`src/rtl/spi_multi_adapter.sv`:
```
// spi_multi_adapter
//   Bridges an SPI minion push/pull interface to num_channels independent
//   val/rdy stream channels. Every channel owns a master-to-chip (mc) queue
//   drained on send_* and a chip-to-master (cm) queue filled from recv_*.
//   SPI packets carry {chan, payload} in push_msg_data / pull_msg_data.
//   err_ovf (dropped write) and err_addr (bad channel ID) are sticky until reset.
//
//   Optional macro SPI_MULTI_ADAPTER_RR_EN: reads ignore the channel field and
//   are served round-robin from the first non-empty cm queue at/after rr_ptr.
//
// Ports
//   clk, reset                 clock, asynchronous active-high reset
//   push_en, push_msg_val_wrt  write strobe / write flag
//   push_msg_val_rd            read flag
//   push_msg_data              {chan, payload} of the transaction
//   pull_en                    read strobe
//   pull_msg_val/spc/data      read valid, mc space flag, read response
//   recv_msg/val/rdy           per-channel chip-to-master streams
//   send_msg/val/rdy           per-channel master-to-chip streams
//   err_ovf, err_addr          sticky error flags
module spi_multi_adapter #(
    parameter int nbits        = 16,
    parameter int num_channels = 4,
    parameter int num_entries  = 2
) (
    input  logic                                        clk,
    input  logic                                        reset,
    input  logic                                        push_en,
    input  logic                                        push_msg_val_wrt,
    input  logic                                        push_msg_val_rd,
    input  logic [nbits-3:0]                            push_msg_data,
    input  logic                                        pull_en,
    output logic                                        pull_msg_val,
    output logic                                        pull_msg_spc,
    output logic [nbits-3:0]                            pull_msg_data,
    input  logic [num_channels*(nbits-2-$clog2(num_channels))-1:0] recv_msg,
    input  logic [num_channels-1:0]                     recv_val,
    output logic [num_channels-1:0]                     recv_rdy,
    output logic [num_channels*(nbits-2-$clog2(num_channels))-1:0] send_msg,
    output logic [num_channels-1:0]                     send_val,
    input  logic [num_channels-1:0]                     send_rdy,
    output logic                                        err_ovf,
    output logic                                        err_addr
);
    localparam int CW = $clog2(num_channels);
    localparam int PW = nbits - 2 - CW;
    localparam int NQ = 2 * num_channels;
    localparam int AW = (num_entries > 1) ? $clog2(num_entries) : 1;
    localparam int NW = $clog2(num_entries + 1);

    // Queues 0..num_channels-1 are mc, num_channels..NQ-1 are cm.
    logic [NQ-1:0] q_enq_val, q_enq_rdy, q_deq_val, q_deq_rdy;
    logic [PW-1:0] q_enq_msg [NQ];
    logic [PW-1:0] q_deq_msg [NQ];
    logic [AW-1:0] q_head [NQ];
    logic [AW-1:0] q_tail [NQ];
    logic [NW-1:0] q_cnt  [NQ];
    logic [PW-1:0] q_mem  [NQ][num_entries];

    logic                    wr, rd, ch_ok, found;
    logic [CW-1:0]           ch, ch_idx, target;
    logic [num_channels-1:0] mc_rdy, mc_room2, cm_val;
    logic [PW-1:0]           cm_msg [num_channels];

    assign wr     = push_en & push_msg_val_wrt;
    assign rd     = pull_en & push_msg_val_rd;
    assign ch     = push_msg_data[nbits-3 -: CW];
    assign ch_ok  = int'(ch) < num_channels;
    // Out-of-range IDs are folded to 0 only to keep array reads in bounds;
    // every use is also qualified by ch_ok.
    assign ch_idx = ch_ok ? ch : '0;

    for (genvar q = 0; q < NQ; q++) begin : g_queue
        assign q_enq_rdy[q] = ~reset & (q_cnt[q] < NW'(num_entries));
        assign q_deq_val[q] = q_cnt[q] != '0;
        assign q_deq_msg[q] = q_mem[q][q_head[q]];

        always_ff @(posedge clk or posedge reset) begin
            if (reset) begin
                q_head[q] <= '0;
                q_tail[q] <= '0;
                q_cnt[q]  <= '0;
            end else begin
                if (q_enq_val[q] & q_enq_rdy[q])
                    q_tail[q] <= (q_tail[q] == AW'(num_entries-1)) ? '0 : q_tail[q] + AW'(1);
                if (q_deq_rdy[q] & q_deq_val[q])
                    q_head[q] <= (q_head[q] == AW'(num_entries-1)) ? '0 : q_head[q] + AW'(1);
                if ((q_enq_val[q] & q_enq_rdy[q]) & ~(q_deq_rdy[q] & q_deq_val[q]))
                    q_cnt[q] <= q_cnt[q] + NW'(1);
                else if (~(q_enq_val[q] & q_enq_rdy[q]) & (q_deq_rdy[q] & q_deq_val[q]))
                    q_cnt[q] <= q_cnt[q] - NW'(1);
            end
        end

        // Storage carries no reset; occupancy is tracked by q_cnt alone.
        always_ff @(posedge clk) begin
            if (q_enq_val[q] & q_enq_rdy[q])
                q_mem[q][q_tail[q]] <= q_enq_msg[q];
        end
    end

    for (genvar g = 0; g < num_channels; g++) begin : g_chan
        assign q_enq_val[g]             = wr & ch_ok & (ch_idx == CW'(g));
        assign q_enq_msg[g]             = push_msg_data[PW-1:0];
        assign q_deq_rdy[g]             = send_rdy[g];
        assign send_val[g]              = q_deq_val[g];
        assign send_msg[g*PW +: PW]     = q_deq_msg[g];
        assign mc_rdy[g]                = q_enq_rdy[g];
        // More than one free slot: a write in flight still leaves room.
        assign mc_room2[g]              = q_cnt[g] < NW'(num_entries-1);

        assign q_enq_val[num_channels+g] = recv_val[g];
        assign q_enq_msg[num_channels+g] = recv_msg[g*PW +: PW];
        assign recv_rdy[g]               = q_enq_rdy[num_channels+g];
        assign q_deq_rdy[num_channels+g] = pull_msg_val & (target == CW'(g));
        assign cm_val[g]                 = q_deq_val[num_channels+g];
        assign cm_msg[g]                 = q_deq_msg[num_channels+g];
    end

    assign pull_msg_spc = ~reset & ch_ok & mc_rdy[ch_idx] & (~wr | mc_room2[ch_idx]);

`ifdef SPI_MULTI_ADAPTER_RR_EN
    logic [CW-1:0] rr_ptr;

    always_comb begin
        int idx;
        idx    = 0;
        target = '0;
        found  = 1'b0;
        for (int k = 0; k < num_channels; k++) begin
            idx = (int'(rr_ptr) + k) % num_channels;
            if (!found && cm_val[idx]) begin
                found  = 1'b1;
                target = CW'(idx);
            end
        end
    end

    always_ff @(posedge clk or posedge reset) begin
        if (reset)
            rr_ptr <= '0;
        else if (pull_msg_val)
            rr_ptr <= (int'(target) == num_channels - 1) ? '0 : target + CW'(1);
    end
`else
    always_comb begin
        target = ch_idx;
        found  = ch_ok & cm_val[ch_idx];
    end
`endif

    assign pull_msg_val  = ~reset & rd & found;
    assign pull_msg_data = pull_msg_val ? {target, cm_msg[target]} : '0;

    always_ff @(posedge clk or posedge reset) begin
        if (reset) begin
            err_ovf  <= 1'b0;
            err_addr <= 1'b0;
        end else begin
            if (wr & ch_ok & ~mc_rdy[ch_idx])
                err_ovf <= 1'b1;
`ifdef SPI_MULTI_ADAPTER_RR_EN
            if (wr & ~ch_ok)
                err_addr <= 1'b1;
`else
            if ((wr | rd) & ~ch_ok)
                err_addr <= 1'b1;
`endif
        end
    end
endmodule

```
`config.mk`:
```
export PLATFORM = sky130hd
export DESIGN_NAME = spi_multi_adapter
export DESIGN_NICKNAME = d
export VERILOG_FILES = /design/src/rtl/spi_multi_adapter.sv
export SDC_FILE = /design/constraint.sdc
export NUM_CORES = 1
export LEC_CHECK = 0
export CAP_MARGIN = 20
export CORE_UTILIZATION = 35
export CTS_CLUSTER_DIAMETER = 100
export DETAILED_ROUTE_END_ITERATION = 10
export MAX_ROUTING_LAYER = met4
export SLEW_MARGIN = 20
export SYNTH_ARGS = -nofsm -noshare
export SYNTH_HDL_FRONTEND = slang
export SYNTH_SLANG_ARGS = --single-unit
```
`constraint.sdc`:
```
create_clock -name clk -period 3.1 [get_ports clk]
set_input_delay 0.465 -clock clk [delete_from_list [all_inputs] [get_ports clk]]
set_output_delay 0.465 -clock clk [all_outputs]
set_load 0.02 [all_outputs]
```
==> impl_metrics.env <==
export IMPL_outcome="complete, no violations"
export IMPL_start_kind="flop"
export IMPL_drcViolationCount=0
export IMPL_synth_top_cell_area_share_pct=62.35
export IMPL_vdd_drop_max_uv=413.1
export IMPL_rows=59
export IMPL_ys_seq_area_share_pct=71.29
export IMPL_wl_per_cell_um=19.49
export IMPL_dr_pass1_iters=4
export IMPL_vias=4841
export IMPL_ys_seq_elements=225
export IMPL_hold_class="flop to flop"
export IMPL_cp_arrival_ns=2.57
export IMPL_cts_buffers_inserted=25
export IMPL_timing_final_hold_violations=0
export IMPL_power_switching_mw=2.746
export IMPL_insertion_delay_ns=0.51
export IMPL_holdBufCountCts=0
export IMPL_synth_flop_cell="edfxtp_1"
export IMPL_synth_cells=502
export IMPL_antenna_found_initial=0
export IMPL_synth_nets=590
export IMPL_wirelength_um=20000
export IMPL_tightestPinTransition_ns=0.7389
export IMPL_finalMaxSlewViolations=0
export IMPL_antenna_cells=0
export IMPL_slew_headroom_pct=50.69
export IMPL_synthToLayoutAreaGrowth_pct=28.93
export IMPL_r2r_worst_path_cells=3
export IMPL_clk_pin_slew_ns=0.06
export IMPL_grt_setup_unrepaired="false"
export IMPL_setup_violations=0
export IMPL_fin_skew_ns=0.005808
export IMPL_pwr_share_clk_pct=30.0
export IMPL_grt_max_degree=21
export IMPL_finalCritPeriodShare_pct=97.97
export IMPL_final_common_cell="edfxtp_1"
export IMPL_async_flop_share_pct=14.67
export IMPL_grt_pass1_wl_um=30310
export IMPL_final_cell_mix="192 x edfxtp_1, 139 x clkdlybuf4s50_1, 48 x mux2_2, 48 x mux2i_1, 29 x dfrtp_1"
export IMPL_p_int_mw=6.697
export IMPL_die_h_um=164.5
export IMPL_dieArea_um2=27070
export IMPL_crit_chain="mux2i_1 > mux4_2 > nor3_2 > clkdlybuf4s50_1"
export IMPL_setup_tns_ns=0
export IMPL_worstPathRequired_ns=2.63
export IMPL_worstHoldPathCells=1
export IMPL_slowest_stage="clkdlybuf4s50_1"
export IMPL_avgSynthCellArea_um2=18.42
export IMPL_grt_ovfl_total=0
export IMPL_drt_iter0_markers=243
export IMPL_switching_share_pct=29.08
export IMPL_path_max_fanout=13
export IMPL_seqPwrFrac_pct=44.9
export IMPL_comb_power_share_pct=25.1
export IMPL_die_x_um=164.5
export IMPL_yosysWarnings=0
export IMPL_post_cts_buffers=0
export IMPL_gp_congestion=0.8603
export IMPL_start_util_pct=35.58
export IMPL_cts_buffer_depth=3
export IMPL_yosys_top_cells_area="edfxtp_1 62%, dfrtp_1 8.9%, mux2_2 5.8%, mux2i_1 5.2%, mux4_2 3.4%"
export IMPL_synth_edf_count=192
export IMPL_syn_area_um2=9246
export IMPL_fin_nets=763
export IMPL_root_buffer="clkbuf_16"
export IMPL_h_tree_depth=1
export IMPL_yosys_area_top_type="edfxtp_1"
export IMPL_drive_gt1_share_pct=20.98
export IMPL_grt_pass1_vias=5210
export IMPL_p_total_mw=9.444
export IMPL_maxCapViolations=0
export IMPL_crit_type="flop to output port"
export IMPL_grtUsageTotal_pct=15.52
export IMPL_p_leak_nw=4.320
export IMPL_pin_count=150
export IMPL_cts_tree="done"
export IMPL_end_kind="output port"
export IMPL_power_density_nw_per_um2=792.1
export IMPL_yosysUniqueCellTypes=38
export IMPL_cts_sinks=225
export IMPL_dp_hpwl_um=14530
export IMPL_ant_nets=0
export IMPL_fp_coreArea_um2=25980
export IMPL_period_needed_ns=3.037
export IMPL_crit_path_max_incr_delay_ns=0.64
export IMPL_vias_per_cell=4.718
export IMPL_io_buffers=148
export IMPL_fmax_mhz=329.3
-- Yosys cell counts, types with 4 or more instances --
cell type,count
and3_1,4
mux4_2,14
xor2_1,16
buf_2,5
buf_6,7
nand2_1,13
dfrtp_1,33
edfxtp_1,192
nor2_1,16
buf_4,4
ha_1,12
and2_1,4
xnor2_1,20
nor3_2,14
inv_1,18
mux2i_1,48
o21ai_0,4
mux2_2,48
-- through the flow --
stage / std cells / util (%) / hold WS [ns] / worst slack, ns / cell area, um^2
finish: 1026 / 45.88 / 0.4669 / 0.06305 / 11920
global placement: 983 / 42.78 / 0.4514 / -0.04436 / 11120
floorplan: 502 / - / 0.4375 / 0.5341 / 9246
global route: 1026 / 45.88 / 0.4927 / 0.005137 / 11920
CTS: 1026 / 45.83 / 0.4657 / 0.01509 / 11910
detailed placement: 983 / 42.78 / 0.4584 / -0.07442 / 11120
-- critical path, delay by kind of cell (launching register included) --
family	cells	cell delay (ns)
buffers and inverters	1	0.64
DFF	1	0.58
muxes	2	0.67
and+or+nand+nor	1	0.16
-- power groups by stage --
stage               logic [mW]  registers [mW]  clock network (mW)
floorplan                 1.88            3.94                   0
global placement          2.36            4.26                   0
detailed placement        2.41            4.28                   0
CTS                       2.41            4.24                2.90
global route              2.56            4.31                3.01
finish                    2.37            4.24                2.84
-- final cells by class --
class	count	area, um^2
Clock inverter	15	148.9
Inverter	19	73.82
Multi-Input combinational cell	237	2387
Clock buffer	28	636.9
Fill cell	2238	14060
Sequential cell	225	6606
Tap cell	335	419.2
Timing Repair Buffer	167	1649
-- path summary, 6_finish.rpt --
path                           start          endpoint  slack (ns)
max                        q_head[2]  pull_msg_data[1]        0.06
min                        q_cnt[14]         q_cnt[14]        0.47
max reg2reg                q_cnt[15]       q_mem[0][7]        1.28
min reg2reg                q_cnt[14]         q_cnt[14]        0.47
max in group asynchronous      reset         q_head[6]        1.93
min in group asynchronous      reset         q_head[3]        0.62
-- state kept, by name, indices dropped and copies added (netlist names) --
name and flops:
q_cnt 16, q_mem 192, err_ovf 1, q_head 8
q_tail 8
-- routing by layer --
| layer | part of all wire (%) | wire length, um | GRT usage, % | vias up |
|---|---|---|---|---|
| met5 | 0 | 0 | - | - |
| met4 | 1.5 | 301 | 3.169 | 0 |
| met3 | 6.5 | 1300 | 3.541 | 31 |
| met2 | 51 | 10150 | 26.87 | 166 |
| met1 | 41 | 8247 | 18.47 | 2389 |
| li1 | - | - | - | 2255 |
-- kinds of logic (layout without fill, tap and decap cells) --
logic type      after synthesis  count (layout)  share of synthesized area, %
fa+ha+maj                    12              12                         1.624
compound gates               12              12                         1.232
buf+inv                      40             229                         3.099
simple gates                 66              66                         4.858
flops                       225             225                         71.29
mux                         110             110                         14.45
other cells                   1               1                       0.04056
xor+xnor                     36              36                         3.410
-- repair_timing --
item | in CTS | in global routing
cloned | 0 | 0
gates resized for setup | 11 | 5
setup endpoints to repair | 12 | 5
hold endpoints to repair | 0 | 0
pin swaps | 0 | 0
Power figures use the tool's default switching activity.
